===== src/rtl/mux_pkg.sv =====
// Shared types and helpers for the N:1 select stage with skid output.
// Latency: n/a (types and a pure function only).
// Backpressure: n/a.
package mux_pkg;

  // Occupancy of the two-entry output buffer (main register plus skid register).
  typedef enum logic [1:0] {
    EMPTY = 2'd0,
    ONE   = 2'd1,
    FULL  = 2'd2
  } skid_state_e;

  // True when sel names a real input. In a 4-state simulator an X/Z select
  // makes the comparison X, so the if falls through and reports invalid.
  // In hardware only the range check remains.
  function automatic logic sel_is_valid(input logic [31:0] sel, input logic [31:0] n_in);
    logic ok;
    ok = 1'b0;
    if (sel < n_in) begin
      ok = 1'b1;
    end
    return ok;
  endfunction

endpackage


===== src/rtl/mux_n_sel.sv =====
// Combinational N:1 data select with a fixed fallback input for bad selects.
// Latency: 0 cycles (pure combinational).
// Backpressure: none; the parent owns all flow control.
module mux_n_sel
  import mux_pkg::*;
#(
  parameter  int WIDTH       = 32,
  parameter  int N_IN        = 4,
  parameter  int DEFAULT_IDX = 0,
  localparam int SEL_W       = $clog2(N_IN)
) (
  input  logic [N_IN*WIDTH-1:0] i_data,
  input  logic [SEL_W-1:0]      i_sel,
  output logic [WIDTH-1:0]      o_data,
  output logic                  o_invalid
);

  logic             w_valid;
  logic [SEL_W-1:0] w_idx;

  // Resolve the effective index, substituting the fallback for unknown or out-of-range selects.
  always_comb begin
    w_valid   = sel_is_valid(32'(i_sel), 32'(N_IN));
    w_idx     = w_valid ? i_sel : SEL_W'(DEFAULT_IDX);
    o_invalid = ~w_valid;
  end

  // Pick the data slice for the resolved index; w_idx is always in range here.
  always_comb begin
    o_data = i_data[DEFAULT_IDX*WIDTH +: WIDTH];
    for (int i = 0; i < N_IN; i++) begin
      if (w_idx == SEL_W'(i)) begin
        o_data = i_data[i*WIDTH +: WIDTH];
      end
    end
  end

endmodule


===== src/rtl/mux_n_skid.sv =====
// N:1 select stage feeding a two-entry skid buffer, with invalid-select debug counter.
// Latency: 1 cycle from accept to out_valid; 1 transfer/cycle sustained.
// Backpressure: in_ready drops only when both entries are held; decoded from state, no comb path from out_ready.
module mux_n_skid
  import mux_pkg::*;
#(
  parameter  int WIDTH       = 32,
  parameter  int N_IN        = 4,
  parameter  int DEFAULT_IDX = 0,
  parameter  int ERR_W       = 16,
  localparam int SEL_W       = $clog2(N_IN)
) (
  input  logic                  clk,
  input  logic                  rst_n,
  input  logic [N_IN*WIDTH-1:0] in_data,
  input  logic [SEL_W-1:0]      sel,
  input  logic                  in_valid,
  output logic                  in_ready,
  input  logic                  flush,
  output logic [WIDTH-1:0]      out_data,
  output logic                  out_valid,
  input  logic                  out_ready,
  output logic                  sel_err,
  output logic [ERR_W-1:0]      err_count
);

  skid_state_e      r_state;
  skid_state_e      w_state_nxt;
  logic [WIDTH-1:0] r_m;
  logic [WIDTH-1:0] r_s;
  logic             r_sel_err;
  logic [ERR_W-1:0] r_err_cnt;

  logic [WIDTH-1:0] w_sel_data;
  logic             w_sel_inv;
  logic             w_accept;
  logic             w_pop;
  logic             w_take;
  logic             w_ld_m_in;
  logic             w_ld_m_s;
  logic             w_ld_s;

  mux_n_sel #(
    .WIDTH      (WIDTH),
    .N_IN       (N_IN),
    .DEFAULT_IDX(DEFAULT_IDX)
  ) u_sel (
    .i_data   (in_data),
    .i_sel    (sel),
    .o_data   (w_sel_data),
    .o_invalid(w_sel_inv)
  );

  assign in_ready  = (r_state != FULL);
  assign out_valid = (r_state != EMPTY);
  assign out_data  = r_m;
  assign sel_err   = r_sel_err;
  assign err_count = r_err_cnt;

  assign w_accept  = in_valid & in_ready;
  assign w_pop     = out_valid & out_ready;
  // An accept that coincides with flush is thrown away, so it must not count.
  assign w_take    = w_accept & ~flush;

  // Next-state and register-load decode for the skid buffer.
  always_comb begin
    w_state_nxt = r_state;
    w_ld_m_in   = 1'b0;
    w_ld_m_s    = 1'b0;
    w_ld_s      = 1'b0;
    case (r_state)
      EMPTY: begin
        if (w_accept) begin
          w_state_nxt = ONE;
          w_ld_m_in   = 1'b1;
        end
      end
      ONE: begin
        if (w_accept && w_pop) begin
          w_ld_m_in = 1'b1;
        end else if (w_accept) begin
          w_state_nxt = FULL;
          w_ld_s      = 1'b1;
        end else if (w_pop) begin
          w_state_nxt = EMPTY;
        end
      end
      FULL: begin
        if (w_pop) begin
          w_state_nxt = ONE;
          w_ld_m_s    = 1'b1;
        end
      end
      default: begin
        w_state_nxt = EMPTY;
      end
    endcase
    // Flush wins over everything; buffer contents become don't-care.
    if (flush) begin
      w_state_nxt = EMPTY;
      w_ld_m_in   = 1'b0;
      w_ld_m_s    = 1'b0;
      w_ld_s      = 1'b0;
    end
  end

  // Occupancy state register.
  always_ff @(posedge clk or negedge rst_n) begin
    if (!rst_n) begin
      r_state <= EMPTY;
    end else begin
      r_state <= w_state_nxt;
    end
  end

  // Main (output-facing) and skid data registers; main holds while stalled.
  always_ff @(posedge clk or negedge rst_n) begin
    if (!rst_n) begin
      r_m <= '0;
      r_s <= '0;
    end else begin
      if (w_ld_m_in) begin
        r_m <= w_sel_data;
      end else if (w_ld_m_s) begin
        r_m <= r_s;
      end
      if (w_ld_s) begin
        r_s <= w_sel_data;
      end
    end
  end

  // Invalid-select pulse and saturating counter; flush leaves the counter alone.
  always_ff @(posedge clk or negedge rst_n) begin
    if (!rst_n) begin
      r_sel_err <= 1'b0;
      r_err_cnt <= '0;
    end else begin
      r_sel_err <= w_take & w_sel_inv;
      if (w_take && w_sel_inv && (r_err_cnt != {ERR_W{1'b1}})) begin
        r_err_cnt <= r_err_cnt + ERR_W'(1);
      end
    end
  end

endmodule


===== config.mk =====
export PLATFORM = sky130hd
export DESIGN_NAME = mux_n_skid
export DESIGN_NICKNAME = d
export VERILOG_FILES = /design/src/rtl/mux_pkg.sv /design/src/rtl/mux_n_sel.sv /design/src/rtl/mux_n_skid.sv
export SDC_FILE = /design/constraint.sdc
export NUM_CORES = 1
export LEC_CHECK = 0
export ABC_AREA = 1
export CORE_AREA = 4 4 96 144
export CTS_CLUSTER_SIZE = 16
export DETAILED_ROUTE_END_ITERATION = 8
export DIE_AREA = 0 0 100 148
export GPL_ROUTABILITY_DRIVEN = 0
export PLACE_DENSITY = 0.67
export SYNTH_ARGS = -nofsm -noshare
export SYNTH_HDL_FRONTEND = slang
export SYNTH_SLANG_ARGS = --single-unit
export TNS_END_PERCENT = 30

===== constraint.sdc =====
create_clock -name clk -period 1.58 [get_ports clk]
set_input_delay 0.474 -clock clk [delete_from_list [all_inputs] [get_ports clk]]
set_output_delay 0.474 -clock clk [all_outputs]
set_load 0.005 [all_outputs]

==> summary.txt, run 1 <==
Status
  • Status: finished clean

Floorplan
  • Die area: 0.0148 mm²
  • Die W: 100 µm
  • Row cnt: 50
  • Die Height: 148 µm
  • Core area: around 0.012 mm²
  • Ports: 186
  • Effective utilization at floorplan: around a third

STA
  • Setup TNS Final: 0 ns
  • Max Fclk: 0.650 GHz
  • Final setup fails: 0
  • Final Cycle Share: 97.3%
  • RSZ-0062 raised after global routing: yes
  • Slew Limit Fails: 0
  • Setup WS post-layout: 0.0425 ns
  • Final Skew: 0.00848 ns
  • Hold WS: 0.122 ns
  • Final Hold Viols: 0
  • Crit path time final: 1.54 ns

Yosys
  • Synth Register Bits: 66
  • Mapped Cells: 688
  • Register area share after synthesis: 38.2%
  • Yosys cell types: 22
  • Yosys warning total: 0
  • Avg Inst Size Synth: 6.29 µm²
  • Netlist Area Pre-Place: 0.00433 mm²

Final layout
  • Layout cells sized above 1: 10.9%
  • Final nets: 1020
  • Fin area: ~0.0069 mm²
  • Fill count: 1280
  • Area Overhead vs Synth: 60.0%
  • N_diodes: 0

Power
  • Clock power frac: between 30% and 40%
  • Pwr dens: 1000 mW/mm²
  • Static power due to leakage: ~3.6 nW
  • Switching Fraction: 30.3%
  • VDD IR-drop max: 0.534 mV
  • Overall Power: around 0.0069 W
  • Internal power: 0.00482 W
  • NetSw: 0.00209 W
  • Seq pwr share: 36.3%
  • Gate power share: approximately a third

Worst setup path
  • Crit-path max FO: 2
  • Required time of the critical path: 1.11 ns
  • Critical path type: reg -> out
  • Worst R2R Setup Slack: 0.06 ns
  • Arr. time, crit path: 1.06 ns
  • Crit. End Element: primary output
  • Startpoint types: flip-flop

Global route
  • Largest net degree at the start of global routing: 67
  • Number of global-route vias before repair: 4622
  • First-pass GRT wire length: 23.6 mm
  • Total Routing Usage GR: 20.5%
  • Gr ovfl total: 0
  • Initial antenna violation count: 0

Placement
  • Post-DP Area: 0.00642 mm²
  • Port-buffer cells: roughly 170
  • Pre-CTS WS: -0.530 ns
  • Dpl hpwl: 11.1 mm

Clocking
  • Clock latency on the worst-skew pair: 0.33 ns
  • Clock slew at reported path FFs: 0.06 ns
  • Hold buffer count at cts: 0
  • Clock sink count: 66
  • Root buffer cell: clkbuf_16
  • TritonCTS clock tree: yes
  • CTS H-tree lvls: 3
  • Clk buf depth: 2
  • CTS buffer count: 9

Routing
  • First-pass iteration count of the detailed router: 4
  • WL final: 15.3 mm
  • Met3 WL: 1.24 mm
  • # DRC: 0
  • Met2 Wirelength: 7.76 mm
  • ANT nets after route: 0
  • Wire per inst: 14.6 µm
  • Top sig layer: met4
  • Via/cell ratio: 4.60
  • 1st-iter DRT viols: approximately 140
  • Vias: 4810
  • WL met1: 6.00 mm

Hold path
  • Worst min path class: in -> async

Job
  • Max-capacitance violation count: 0
==> layer usage <==
| layer | up-vias | track usage, % |
|---|---|---|
| met2 | 177 | 36.6 |
| met4 | 0 | 6.81 |
| met5 | - | 0 |
| li1 | 2463 | - |
| met3 | 18 | 5.19 |
| met1 | 2152 | 23.4 |
==> final cells by class <==
type | instances | area [µm²] | share of cell area, %
Multi-Input combinational cell | 510 | 2190 | 31.7
Inverter | 78 | 300 | 4.34
Tap cell | 156 | 195 | 2.82
Sequential cell | 66 | 1650 | 23.9
Clock inverter | 6 | 88.8 | 1.28
Timing Repair Buffer | 220 | 2250 | 32.5
Clock buffer | 10 | 239 | 3.45
==> power by group through the flow <==
stage	Sequential, W	Combinational [W]	Clock (W)
final	0.00251	0.00219	0.00221
after global routing	0.00258	0.00248	0.00236
after CTS	0.00251	0.00217	0.00226
after detailed placement	0.00254	0.00230	0
after global placement	0.00253	0.00228	0
after floorplan	0.00253	0.00103	0
==> sequential cells by signal (all words and copies together), names as in the netlist <==
signal,flops
r_state,2
out_data,32
r_s,32
==> what timing repair did <==
item / in CTS / in global routing
pin swaps: 5 / 6
gates cloned: 1 / 1
gates resized for setup: 48 / 31
setup buffers: 7 / 4
endpoints found under the setup margin: 97 / 61
==> worst max-delay path, stage by stage, from the launching register on <==
cell	delay (ns)
dfrtp_1	0.39
buf_6	0.13
nor2_4	0.08
inv_2	0.03
clkbuf_2	0.10
==> synth_stat cells, drive strengths merged <==
cell | number | area share (%)
a21oi | 1 | 0.20
buf | 45 | 6.5
clkbuf | 5 | 0.43
conb | 1 | 0.087
dfrtp | 66 | 38
inv | 78 | 6.8
nand2 | 324 | 28
nand3 | 76 | 8.9
nand3b | 7 | 1.2
nor2 | 36 | 3.5
o21ai | 45 | 5.2
or2 | 4 | 0.58
==> layout by cell type (no fill, tap or decap), types with 2 or more instances in the layout <==
master           Yosys  layout
nand2_1            322     320
clkdlybuf4s50_1      0     128
nand3_1             75      73
inv_1               76      72
dfrtp_1             66      66
dlygate4sd2_1        0      34
buf_4               21      33
nor2_1              34      30
o21ai_0             35      24
o21ai_1             10      19
conb_1               1      17
buf_12               0      14
clkbuf_16            0      10
nand3b_1             7       7
inv_2                1       4
nor2_4               2       4
or2_2                4       4
buf_6                1       4
nand2_2              1       3
nor2_2               0       2
inv_6                0       2
nand3_2              1       2
o21ai_2              0       2
clkinvlp_4           0       2
bufinv_16            0       2
dlymetal6s2s_1       0       2
clkbuf_2             0       2
==> metrics by stage <==
stage / std cells / util [%]
4_1_cts: 1042 / 54.9
2_1_floorplan: 704 / -
6_report: 1046 / 55.6
3_5_place_dp: 1018 / 51.5
5_1_grt: 1046 / 55.6
3_3_place_gp: 1018 / 51.5
==> logic make-up after synthesis <==
kind of cell / share of synthesized area, %
compound gates: 5.41
buf+inv: 13.8
flops: 38.2
other cells: 0.0867
simple gates: 42.5
==> final timing paths <==
| kind | start | depth (start not counted) | to |
|---|---|---|---|
| min | rst_n | 2 | out_data[10]$_DFFE_PN0P_ |
| min in group clk | out_data[24]$_DFFE_PN0P_ | 2 | out_data[24]$_DFFE_PN0P_ |
| max | r_state[0]$_DFFE_PN0P_ | 4 | in_ready |
| min reg2reg | out_data[24]$_DFFE_PN0P_ | 2 | out_data[24]$_DFFE_PN0P_ |
| max reg2reg | r_state[0]$_DFFE_PN0P_ | 9 | out_data[11]$_DFFE_PN0P_ |
| max in group asynchronous | rst_n | 2 | r_s[16]$_DFFE_PN0P_ |
Note: power is estimated with default switching activity, not from simulation.
==> inputs of run 2 (changes only) <==
--- a/config.mk
+++ b/config.mk
@@ -6,6 +6,7 @@
 export NUM_CORES = 1
 export LEC_CHECK = 0
 export ABC_AREA = 1
+export ABC_CLOCK_PERIOD_IN_PS = 1580
 export CORE_AREA = 4 4 96 144
 export CTS_CLUSTER_SIZE = 16
 export DETAILED_ROUTE_END_ITERATION = 8
==> results of run 2 <==
No change in the layout: final DEF, timing and power equal those of run 1.
==> inputs of run 3 (changes only) <==
==> config.mk (replaced) <==
export PLATFORM = sky130hd
export DESIGN_NAME = mux_n_skid
export DESIGN_NICKNAME = d
export VERILOG_FILES = /design/src/rtl/mux_pkg.sv /design/src/rtl/mux_n_sel.sv /design/src/rtl/mux_n_skid.sv
export SDC_FILE = /design/constraint.sdc
export NUM_CORES = 1
export LEC_CHECK = 0
export ABC_CLOCK_PERIOD_IN_PS = 1580
export CORE_AREA = 4 4 91 136
export CTS_CLUSTER_SIZE = 16
export DETAILED_ROUTE_END_ITERATION = 8
export DIE_AREA = 0 0 95 140
export GPL_ROUTABILITY_DRIVEN = 0
export PLACE_DENSITY = 0.7
export SYNTH_ARGS = -nofsm -noshare
export SYNTH_HDL_FRONTEND = slang
export SYNTH_SLANG_ARGS = --single-unit
==> run 3 against run 2 <==
The flow now finishes with violations (negative setup slack). Cell count fell by 43%. Clock skew shrank 0.0024 ns. Total power is 4.5% lower. Synthesized cell count is 64% lower. Cell area decreased by 5.8%. Sequential power shrank 4%. Highest routed layer unchanged. Global-route usage down 3.7 points. First-iteration DRC count is 61% lower. Critical endpoint is now out_data[5]$_DFFE_PN0P_. Utilization grew 2.2 points. Combinational power down 11%.
==> summary.txt, run 3 <==
Routing
  • First-pass iteration count of the detailed router: 5
  • Wire per inst: between 15 and 20 µm
  • WL final: 11.0 mm
  • Vias: 2918
  • ANT nets after route: 0
  • # DRC: 0
  • 1st-iter DRT viols: 52
  • Via/cell ratio: 4.87

Yosys
  • Largest family of logic cells by synthesized area: multiplexers
  • Asr flop ratio synth: between 90% and 100%
  • Register area share after synthesis: 42.8%
  • Yosys warning total: 0
  • Compound-Gate Fraction of Synth Area: 2.24%
  • Mapped Cells: 247
  • Top-area cell type share of the netlist area: 42.8%
  • Largest cells by area after synthesis: dfrtp_1 43%, mux2_2 17%, mux4_2 15%
  • Avg Inst Size Synth: 15.6 µm²
  • Post-synth top area cell: dfrtp_1
  • Netlist Area Pre-Place: just under 0.004 mm²
  • Main synth FF type: dfrtp_1
  • Adder-cell share of the synthesized area: 0%
  • Synth cell count leaders: 66 x dfrtp_1, 58 x mux2_2, 26 x mux4_2, 25 x mux2_1, 17 x buf_4
  • Post-Synth Simple-Gate Area: approximately 3.4%
  • EDFF count, synth: 0
  • Most common cell in the netlist: dfrtp_1
  • Post-synthesis xor/xnor area fraction: 0%
  • Synth Register Bits: 66
  • Yosys cell types: 30
  • Mux cell area share after synthesis: between 40 and 50%

Final layout
  • Final nets: 579
  • Layout cells sized above 1: 40.5%
  • Area Overhead vs Synth: 68.9%
  • N_diodes: 0
  • Most frequent cells in the layout: 128 x clkdlybuf4s50_1, 66 x dfrtp_1, 55 x mux2_4
  • Fill count: between 900 and 1k
  • Commonest non-fill, non-tap cell in the layout: clkdlybuf4s50_1

Floorplan
  • Core area: 0.0113 mm²
  • Row cnt: 48
  • Effective utilization at floorplan: 34.2%
  • Die W: 95 µm
  • Ports: 186
  • Die area: 0.0133 mm²
  • Die Height: 140 µm

Power
  • Pwr dens: slightly above 1000 mW/mm²
  • Overall Power: 0.00661 W
  • Static power due to leakage: 2.86 nW
  • VDD IR-drop max: ~0.47 mV

STA
  • Final setup fails: 58
  • Max Fclk: 0.529 GHz
  • Slew Limit Fails: 0
  • Final Cycle Share: 120%
  • RSZ-0062 raised after global routing: yes
  • Worst Max-Slew Pin Slew: 0.623 ns
  • Max-slew headroom: 58.1%
  • Setup TNS Final: -11.25 ns
  • Final Skew: just over 0.006 ns
  • Crit path time final: approximately 1.9 ns
  • Setup WS post-layout: -0.309 ns
  • Final Hold Viols: 0

Status
  • Status: complete, but fails checks
  • Failing checks: negative setup slack

Hold path
  • Worst min path class: in -> async

Global route
  • Largest net degree at the start of global routing: 67
  • Number of global-route vias before repair: 3328
  • First-pass GRT wire length: 16.7 mm
  • Gr ovfl total: 0
  • Initial antenna violation count: 0
  • Total Routing Usage GR: approximately 17%

Worst setup path
  • Crit-path max FO: 7
  • Arr. time, crit path: 2.09 ns
  • Crit. End Element: flip-flop
  • Critical path type: reg -> reg
  • Required time of the critical path: 1.78 ns
  • Startpoint types: flip-flop

Job
  • Max-capacitance violation count: 0

Placement
  • Dpl hpwl: 7.74 mm
  • Port-buffer cells: 168

Clocking
  • CTS buffer count: 9
  • CTS H-tree lvls: 3
  • Root buffer cell: clkbuf_16
  • Clock sink count: 66
  • Clk buf depth: 2
  • Clock slew at reported path FFs: 0.06 ns
  • Clock latency on the worst-skew pair: 0.32 ns
  • Hold buffer count at cts: 0
  • TritonCTS clock tree: yes
run 3: final cells by class:
cell class                      count  area, µm²  area share, %
Tap cell                          150        188           2.88
Clock buffer                       11        233           3.57
Sequential cell                    66       1650           25.3
Clock inverter                      5        103           1.57
Timing Repair Buffer              203       2130           32.7
Multi-Input combinational cell    164       2220           34.0
run 3: timing repair:
action,CTS,global route
gates resized for setup,51,38
pin swaps,2,4
buffers inserted,8,7
cloned,5,0
setup endpoints to repair,99,50
run 3: cells by family (layout without fill, tap and decap cells):
logic type,Yosys count,count (layout)
mux,118,118
simple gates,19,19
other cells,1,17
compound gates,10,10
flops,66,66
buf+inv,33,219
run 3: path summary, 6_finish.rpt:
kind / from / to / slack [ns] / cells after the start
min: rst_n / out_data[30]$_DFFE_PN0P_ / 0.15 / 2
max: r_state[0]$_DFFE_PN0P_ / out_data[5]$_DFFE_PN0P_ / -0.31 / 6
min reg2reg: r_s[18]$_DFFE_PN0P_ / r_s[18]$_DFFE_PN0P_ / 0.50 / 1
max in group asynchronous: rst_n / out_data[17]$_DFFE_PN0P_ / 1.14 / 2
max reg2reg: r_state[0]$_DFFE_PN0P_ / out_data[5]$_DFFE_PN0P_ / -0.31 / 6
min in group clk: r_s[18]$_DFFE_PN0P_ / r_s[18]$_DFFE_PN0P_ / 0.50 / 1
run 3: critical path, cell delays in order (launching register included):
cell and delay [ns]:
dfrtp_1 0.41, buf_6 0.13, nor4bb_4 0.32, buf_4 0.20, buf_12 0.15, mux2_4 0.30, mux2_4 0.25
run 3: routing by layer:
layer,wire length [µm],vias up,part of all wire [%],track usage [%]
met2,6310,119,57,32.2
met4,162,0,1.5,6.39
li1,-,1314,-,-
met1,3680,1476,33,16.2
met5,0,-,0,0
met3,844,9,7.7,4.67
run 3: per-stage QoR:
step | hold WS, ns | setup slack, ns | cells | cell area [µm²] | util [%]
after CTS | 0.153 | -0.293 | 596 | 6410 | 56.7
after floorplan | 0.178 | -0.124 | 263 | 4060 | -
after detailed placement | 0.492 | -0.726 | 567 | 5890 | 52.1
after global placement | 0.480 | -0.687 | 567 | 5890 | 52.1
final | 0.146 | -0.309 | 599 | 6520 | 57.8
after global routing | 0.170 | -0.409 | 599 | 6520 | 57.8
run 3: where the power goes:
part           switching (W)  internal, W
clock               0.000692      0.00154
sequential          0.000247      0.00217
combinational       0.000568      0.00139
total                0.00151      0.00510
